### src/rtl/rst_seq_pkg.sv
// Shared definitions for the reset sequencer: FSM encodings and counter sizing.
// Latency: n/a (package).
// Backpressure: n/a.
package rst_seq_pkg;

    localparam logic [1:0] ST_ASSERT  = 2'd0;
    localparam logic [1:0] ST_HOLD    = 2'd1;
    localparam logic [1:0] ST_RELEASE = 2'd2;
    localparam logic [1:0] ST_RUN     = 2'd3;

    typedef enum logic [1:0] {
        ASSERT  = ST_ASSERT,
        HOLD    = ST_HOLD,
        RELEASE = ST_RELEASE,
        RUN     = ST_RUN
    } state_t;

    // Wide enough for the longest software-reset-to-last-release span plus headroom.
    function automatic int cnt_width(input int sw_cycles, input int hold_cycles,
                                     input int num_ch, input int stagger_cycles);
        return $clog2(sw_cycles + hold_cycles + (num_ch - 1) * stagger_cycles + 2);
    endfunction

endpackage

### src/rtl/rst_sync.sv
// Reset synchroniser: asynchronous assertion, deassertion retimed to clk.
// Latency: rst_sync_n rises after STAGES clk edges following arst_n release.
// Backpressure: none.
// Ports: clk (clock), arst_n (raw async active-low reset), rst_sync_n (synchronised reset).
module rst_sync #(
    parameter int STAGES = 2
) (
    input  logic clk,
    input  logic arst_n,
    output logic rst_sync_n
);

    if (STAGES < 2) begin : g_param_err
        $error("rst_sync: STAGES must be >= 2");
    end

    logic [STAGES-1:0] chain;

    always_ff @(posedge clk or negedge arst_n) begin
        if (!arst_n) begin
            chain <= '0;
        end else begin
            chain <= {chain[STAGES-2:0], 1'b1};
        end
    end

    assign rst_sync_n = chain[STAGES-1];

endmodule

### src/rtl/rst_sequencer.sv
// Reset sequencer: syncs board reset, then releases NUM_CH reset domains staggered in time.
// Latency: channel k released SYNC_STAGES+HOLD_CYCLES+k*STAGGER_CYCLES edges after i_rst_n rises.
// Backpressure: none; i_sw_rst restarts the sequence with SW_RST_CYCLES extra assertion.
// Ports: i_aclk, i_rst_n (async active-low), i_sw_rst (sync active-high),
//        o_rst_vec (per-channel reset, polarity from POL_MASK), o_ready (all channels released).
module rst_sequencer
    import rst_seq_pkg::*;
#(
    parameter int                 NUM_CH         = 4,
    parameter int                 SYNC_STAGES    = 2,
    parameter int                 HOLD_CYCLES    = 16,
    parameter int                 STAGGER_CYCLES = 4,
    parameter int                 SW_RST_CYCLES  = 8,
    parameter logic [NUM_CH-1:0]  POL_MASK       = '0
) (
    input  logic              i_aclk,
    input  logic              i_rst_n,
    input  logic              i_sw_rst,
    output logic [NUM_CH-1:0] o_rst_vec,
    output logic              o_ready
);

    if (NUM_CH < 1 || SYNC_STAGES < 2 || HOLD_CYCLES < 1 || SW_RST_CYCLES < 1
        || STAGGER_CYCLES < 0) begin : g_param_err
        $error("rst_sequencer: illegal parameter value");
    end

    localparam int CNT_W = cnt_width(SW_RST_CYCLES, HOLD_CYCLES, NUM_CH, STAGGER_CYCLES);
    typedef logic [CNT_W-1:0] cnt_t;

    localparam cnt_t SW_CNT  = cnt_t'(SW_RST_CYCLES);
    localparam cnt_t CNT_MAX = '1;

    logic        rst_sync_n;
    state_t      state, state_nxt;
    cnt_t        cnt, cnt_nxt, cnt_inc;
    logic [NUM_CH-1:0] rel, rel_nxt;
    logic        ready, ready_nxt;

    rst_sync #(
        .STAGES (SYNC_STAGES)
    ) u_rst_sync (
        .clk        (i_aclk),
        .arst_n     (i_rst_n),
        .rst_sync_n (rst_sync_n)
    );

    always_ff @(posedge i_aclk or negedge rst_sync_n) begin
        if (!rst_sync_n) begin
            state <= HOLD;
            cnt   <= '0;
            rel   <= '0;
            ready <= 1'b0;
        end else begin
            state <= state_nxt;
            cnt   <= cnt_nxt;
            rel   <= rel_nxt;
            ready <= ready_nxt;
        end
    end

    always_comb begin
        state_nxt = state;
        cnt_nxt   = cnt;
        rel_nxt   = rel;
        ready_nxt = ready;
        cnt_inc   = cnt + 1'b1;

        // Software reset overrides everything, including a release due on this edge.
        if (i_sw_rst) begin
            state_nxt = ASSERT;
            cnt_nxt   = '0;
            rel_nxt   = '0;
            ready_nxt = 1'b0;
        end else begin
            case (state)
                ASSERT: begin
                    // Counter restarts in HOLD so release timing matches power-on.
                    if (cnt_inc == SW_CNT) begin
                        state_nxt = HOLD;
                        cnt_nxt   = '0;
                    end else begin
                        cnt_nxt = cnt_inc;
                    end
                end
                HOLD, RELEASE: begin
                    cnt_nxt = cnt_inc;
                    // OR-in keeps release monotonic.
                    for (int k = 0; k < NUM_CH; k++) begin
                        if (cnt_inc >= cnt_t'(HOLD_CYCLES + k * STAGGER_CYCLES)) begin
                            rel_nxt[k] = 1'b1;
                        end
                    end
                    if (&rel_nxt) begin
                        state_nxt = RUN;
                        ready_nxt = 1'b1;
                    end else if (rel_nxt[0]) begin
                        state_nxt = RELEASE;
                    end
                end
                RUN: begin
                    if (cnt != CNT_MAX) begin
                        cnt_nxt = cnt_inc;
                    end
                end
                default: begin
                    state_nxt = HOLD;
                end
            endcase
        end
    end

    // Polarity bit set flips the channel to active-high.
    assign o_rst_vec = rel ^ POL_MASK;
    assign o_ready   = ready;

endmodule

### config.mk
export PLATFORM = sky130hd
export DESIGN_NAME = rst_sequencer
export DESIGN_NICKNAME = d
export VERILOG_FILES = /design/src/rtl/rst_seq_pkg.sv /design/src/rtl/rst_sync.sv /design/src/rtl/rst_sequencer.sv
export SDC_FILE = /design/constraint.sdc
export NUM_CORES = 1
export LEC_CHECK = 0
export CORE_MARGIN = 2
export CORE_UTILIZATION = 50
export DETAILED_ROUTE_END_ITERATION = 12
export HOLD_SLACK_MARGIN = 0.02
export PLACE_DENSITY = 0.83
export SLEW_MARGIN = 20
export SYNTH_ARGS = -nofsm -noshare
export SYNTH_HDL_FRONTEND = slang
export SYNTH_SLANG_ARGS = --single-unit
### constraint.sdc
create_clock -name i_aclk -period 0.8 [get_ports i_aclk]
set_clock_uncertainty 0.15 [all_clocks]
set_input_delay 0.12 -clock i_aclk [delete_from_list [all_inputs] [get_ports i_aclk]]
set_output_delay 0.12 -clock i_aclk [all_outputs]
set_load 0.01 [all_outputs]
---- After elaboration in Yosys (flattened, before gate mapping) ----
Cells that the tools add are included.
storage, ports and cells
  bits of input ports ..................... 3
  output and inout port bits .............. 5
  register bits after elaboration ......... 15
  logic and storage cells ................. 52
operators by class
  magnitude comparators ................... 4
  multiplexer cells ....................... 26
  add/subtract/negate cells ............... 1
  equal/unequal tests ..................... 8
  reduce and logical (&&, ||, !) cells .... 8
operators by type and width
  operator             count
  $ge 6x5->1 const B   4
  $mux 6               3
  $pmux 6 s3           1
  $mux 1               15
  $mux 2               4
  $mux 4               2
  $add 6x1->6 const B  1
  $eq 6x4->1 const B   1
  $ne 3x3->1 const B   2
  $ne 6x6->1 const B   1
  $eq 2x2->1 const B   2
  $ne 4x4->1 const B   1
  $pmux 2 s2           1
  $reduce_and 4->1     1
  $reduce_bool 2->1    2
  $reduce_and 3->1     1
  $reduce_bool 3->1    1
  $eq 2x1->1 const B   1
  $logic_not 2->1      1
  $reduce_and 2->1     1
  $reduce_or 2->1      1

---- Longest topological paths before layout ----
  word-level depth ........................ 9
  gate-level depth with buffers ........... 7
  depth with buffers taken out ............ 6

---- Modules after synthesis ----
A second synthesis with hierarchy kept.
second synthesis, totals
  cells, all modules ...................... 99
  area, all modules ....................... 927.1 sq um
by module, submodules not included
  module         area an instance (sq um)  times used  seq. area each (sq um)  cells an instance
  rst_sequencer  873.3                     1           326.6                   96
  rst_sync       53.8                      1           50.0                    3

---- Worst setup path before layout ----
Ideal clock, no wire load.
  kind .................................... reg2reg
  start point ............................. register cnt[0]
  end point ............................... register state[1]
  library setup time ...................... 0.119 ns
  data required time ...................... 0.531 ns
  path buffers ............................ 1
  stages on the path, launching flop included .. 8
  arrival ................................. 1.615 ns
  period minus slack after synthesis ...... 1.884 ns
  setup slack ............................. -1.084 ns
  cells stage by stage .................... dfrtp_1 > ha_1 > buf_2 > nand3_1 > nor4_1 > nor3_1 > o221a_2 > o21ba_2
between the ends
  cells in the longest elaborated chain, start to end .. 9
  elaborated cells on any way between the ends .. 25
  those cells by class .................... add/sub (1); order compare (4); eq/ne (3); mux (15); reduce/logical (2)
RTL lines
  what                      line                 text
  start: declaration        rst_sequencer.sv:36  cnt_t cnt, cnt_nxt, cnt_inc;
  start signal: assignment  rst_sequencer.sv:56  cnt <= cnt_nxt;
  $add 6x1->6 *             rst_sequencer.sv:67  cnt_inc = cnt + 1'b1;
  $ge 6x5->1                rst_sequencer.sv:90  if (cnt_inc >= cnt_t'(HOLD_CYCLES + k * STAGGER_CYCLES)) begin
  $mux 1                    rst_sequencer.sv:90
  $mux 1                    rst_sequencer.sv:76  case (state)
  $mux 1                    rst_sequencer.sv:70  if (i_sw_rst) begin
  $reduce_and 4->1          rst_sequencer.sv:94  if (&rel_nxt) begin
  $mux 2                    rst_sequencer.sv:94
  $pmux 2 s2                rst_sequencer.sv:76
  $mux 2                    rst_sequencer.sv:70
  end signal: assignment    rst_sequencer.sv:55  state <= state_nxt;
  end: declaration          rst_sequencer.sv:35  state_t state, state_nxt;
Every way passes the cells marked *; elsewhere a longest branch is shown, timed or not. The select of a mux whose other input is x is not followed.
A chain may end at the register's enable or synchronous reset.

---- Worst setup path after layout ----
  start point ............................. register cnt[0]
  end point ............................... register cnt[3]
between the ends
  cells in the longest elaborated chain, start to end .. 5
  elaborated cells on any way between the ends .. 8
  those cells by class .................... add/sub (1); eq/ne (3); mux (4)
RTL lines
  what         line                 text
  $add 6x1->6  rst_sequencer.sv:67
  $eq 6x4->1   rst_sequencer.sv:79  if (cnt_inc == SW_CNT) begin
  $mux 6       rst_sequencer.sv:79
  $pmux 6 s3   rst_sequencer.sv:76
  $mux 6       rst_sequencer.sv:70
Parallel ways exist; a longest one is shown, timed or not. The select of a mux whose other input is x is not followed.

==> results.md <==
- Placed cell area: between 1000 and 1500 um^2
- Sequential area share after synthesis: 0.391
- Finished Cell Area: 1560 um^2
- Layout overhead on the synthesized area: 62.2%
- Area of the multi-input gates: between 700 and 800 um^2
- Number of antenna violations at the first check in global routing: 0
- Net count after synthesis: 115
- Ys Warns: 0
- Vias after detailed routing: 1136
- Yosys top cell by area: dfrtp_1
- Number of clock sinks: 15
- Final sum of negative setup slack: -15.10 ns
- Clock edge transition at the registers on the reported setup and hold paths: 0.10 ns
- Post-synth ARST share: 1.00
- Register bit count reported by yosys: 15
- Die width: roughly 48 um
- Arrival time at the worst endpoint: around 2.0 ns
- Clock buffers created by TritonCTS: 3
- Depth of the worst register-to-register path: 7
- Delay of the slowest cell on the worst path: around 0.39 ns
- Max stage delay cell, worst path: dfrtp_2
- Kind of launch point of the worst setup path: flip-flop
- Number of buffers and inverters on the critical path: 2
- Status: complete, but fails checks
- Final routed wirelength across all metal layers: ~3.9 mm
- Largest net degree at the start of global routing: 14
- Worst-Skew Late Latency: 0.30 ns
- Remaining antenna violation count: 0
- Final Hold Viols: 2
- Top achievable clock speed: 0.501 GHz
- Max-capacitance violation count: 0
- Violated checks: hold timing, setup timing
- Top post-synthesis cells by area: dfrtp_1 36%, o21ai_0 4.7%, ha_1 3.9%, nor2_1 3.9%, xnor2_1 3.6%
- Path type of the worst setup path: reg -> reg
- Count of mapped cells out of synthesis: roughly 110
- TritonRoute pass-1 iters: 4
- Syn_area_per_cell: 8.84 um^2
- Initial standard-cell utilization of the core: 0.546
- Maximum fanout count along the critical path: 4
- Commonest cells in the netlist: 14 x dfrtp_1, 10 x nor2_1, 9 x inv_1, 9 x o21ai_0, 6 x nand2_1
- Shortest period the worst path allows: 2.00 ns
- H-tree depth reported by CTS: 1
- Vias in the first global route: 1005
- Residual DRC: 0
- Peak VDD IR: 1020 uV
- Cell repeated most along the worst path: buf_4
- Static Leakage: roughly 0.71 nW
- Wire length of the first global-routing pass: 4.86 mm
- Number of max-slew violations in the final report: 0
- Remaining global-route overflow: 0
- Final worst path period share: 2.50
- FF/Latch Area: 380 um^2
- Final net count: 160
- IO buf count: 7
- Clock tree from TritonCTS: built
- Placeable core area: approximately 1800 um^2
- Number of rows created at floorplan: 15
- Gp weighted congestion: between 0.9 and 1
- WL/cell: ~22 um
- Die Outline Area: about 2300 um^2
- Number of flops mapped to enable cells by yosys: 0
- Post-detail-place hpwl: roughly 1.9 mm
- Share of the synthesized area in the top cell type: 0.364
- WP data required: 0.82 ns
- PnR worst setup slack: -1.20 ns
- Most repeated cell in the gate-level netlist after synthesis: dfrtp_1
- Filler cell count: slightly above 80
- Main flop type after synthesis: dfrtp_1
- Vias/cell: between 6 and 7
- Vertical die dimension: roughly 48 um
- Worst min-delay path class: in -> async
- Violation count after the first detailed-routing iteration: 60
- Critical Path Stages: 7
- Overall fraction of global-route tracks in use: 0.316
- Cell at the root of the clock tree: clkbuf_4
- RSZ-0062 raised after global routing: yes
- Worst setup EP type: flip-flop
- Number of inserted diodes: 0
- Setup violations, final: 18
- I/O pin cnt: 8
- Library cells used by synthesis: 39
- Number of buffers between clock root and the deepest sink: 2
- CP Cell Sequence: nand2_2 -> or3_4 -> a2111oi_4 -> buf_4 -> buf_4 -> or2_4 -> o21ai_2
- Post-synthesis cell area: a little under 1000 um^2
- Post-layout total power: about 1.5 mW
- Critical path's top delay family: simple AND/OR/NAND/NOR gates
- Layout cell share with drive strength beyond 1: 0.556
- Power density normalized to cell area: 974 nW/um^2
- Worst hold slack across all endpoints: -0.176 ns
[cell families (layout without fill, tap and decap cells)]
kind of cell	after synthesis	after routing	share of synthesized area
AOI/OAI and AO/OA	28	28	0.222
adders and majority gates	3	3	0.0390
and+or+nand+nor	41	41	0.225
buffers and inverters	15	59	0.0649
DFF	15	15	0.391
xor gates and xnor gates	6	6	0.0545
other	1	1	0.00389
[final timing paths]
path | startpoint | endpoint | slack (ns)
max | cnt[0] | cnt[3] | -1.20
min | i_rst_n | u_rst_sync.chain[1] | -0.18
max reg2reg | cnt[0] | cnt[3] | -1.20
min reg2reg | u_rst_sync.chain[1] | o_rst_vec[0] | 0.04
max in group asynchronous | u_rst_sync.chain[1] | state[0] | 0.26
min in group i_aclk | u_rst_sync.chain[0] | u_rst_sync.chain[1] | 0.22
[power breakdown]
part | internal [mW] | leakage, nW | switching [mW]
clock network | 0.195 | 0.0150 | 0.268
registers | 0.778 | 0.195 | 0.0253
logic | 0.133 | 0.498 | 0.124
total | 1.11 | 0.708 | 0.417
[layer usage]
layer / vias to the layer above / part of all wire / GRT usage
li1: 469 / - / -
met1: 538 / 0.38 / 0.415
met2: 96 / 0.46 / 0.523
met3: 33 / 0.11 / 0.0528
met4: 0 / 0.050 / 0.114
met5: - / 0 / 0
[placed cells by master, fill, tap and decap left out, types with 2 or more instances in the layout]
cell type	synthesis	layout
buf_4	0	34
dfrtp_1	14	11
inv_1	9	8
nor2_1	10	8
buf_2	5	5
nand2_1	6	4
o21ai_1	0	4
buf_6	0	4
nand3_1	4	3
o21ai_2	0	3
nor3_4	0	3
a21oi_1	5	3
clkbuf_4	0	3
dfrtp_2	0	3
xor2_1	2	2
nand2_2	1	2
or2_4	0	2
and2_4	0	2
a21oi_2	0	2
xnor2_1	4	2
xnor2_2	0	2
nand3b_1	2	2
o32ai_2	0	2
or3_1	2	2
o21ai_0	9	2
a31oi_1	2	2
ha_4	0	2
clkdlybuf4s50_1	0	2
[sequential cells by signal, summed over array words and instances (netlist names)]
register,flops
state,2
u_rst_sync.chain,2
o_rst_vec,4
o_ready,1
cnt,6
[final cells by class]
class / instances / share of cell area
Multi-Input combinational cell: 79 / 0.464
Sequential cell: 15 / 0.243
Timing Repair Buffer: 46 / 0.234
Inverter: 9 / 0.0216
Tap cell: 25 / 0.0200
Clock buffer: 4 / 0.0168
[stage by stage]
stage / worst slack [ns] / hold WS (ns) / std cells / utilization
6_report: -1.20 / -0.176 / 178 / 0.886
4_1_cts: -1.12 / -0.159 / 173 / 0.837
2_1_floorplan: -1.01 / -0.326 / 109 / -
3_3_place_gp: -1.05 / 0.0331 / 163 / 0.736
5_1_grt: -1.27 / -0.168 / 178 / 0.886
3_5_place_dp: -1.15 / 0.0426 / 163 / 0.736
[repair_timing]
action,CTS,global route
buffers inserted,7,5
pin swaps,16,11
endpoints found under the hold margin,2,2
setup endpoints to repair,18,18
resized for setup,58,8
Note: power is estimated with default switching activity, not from simulation.
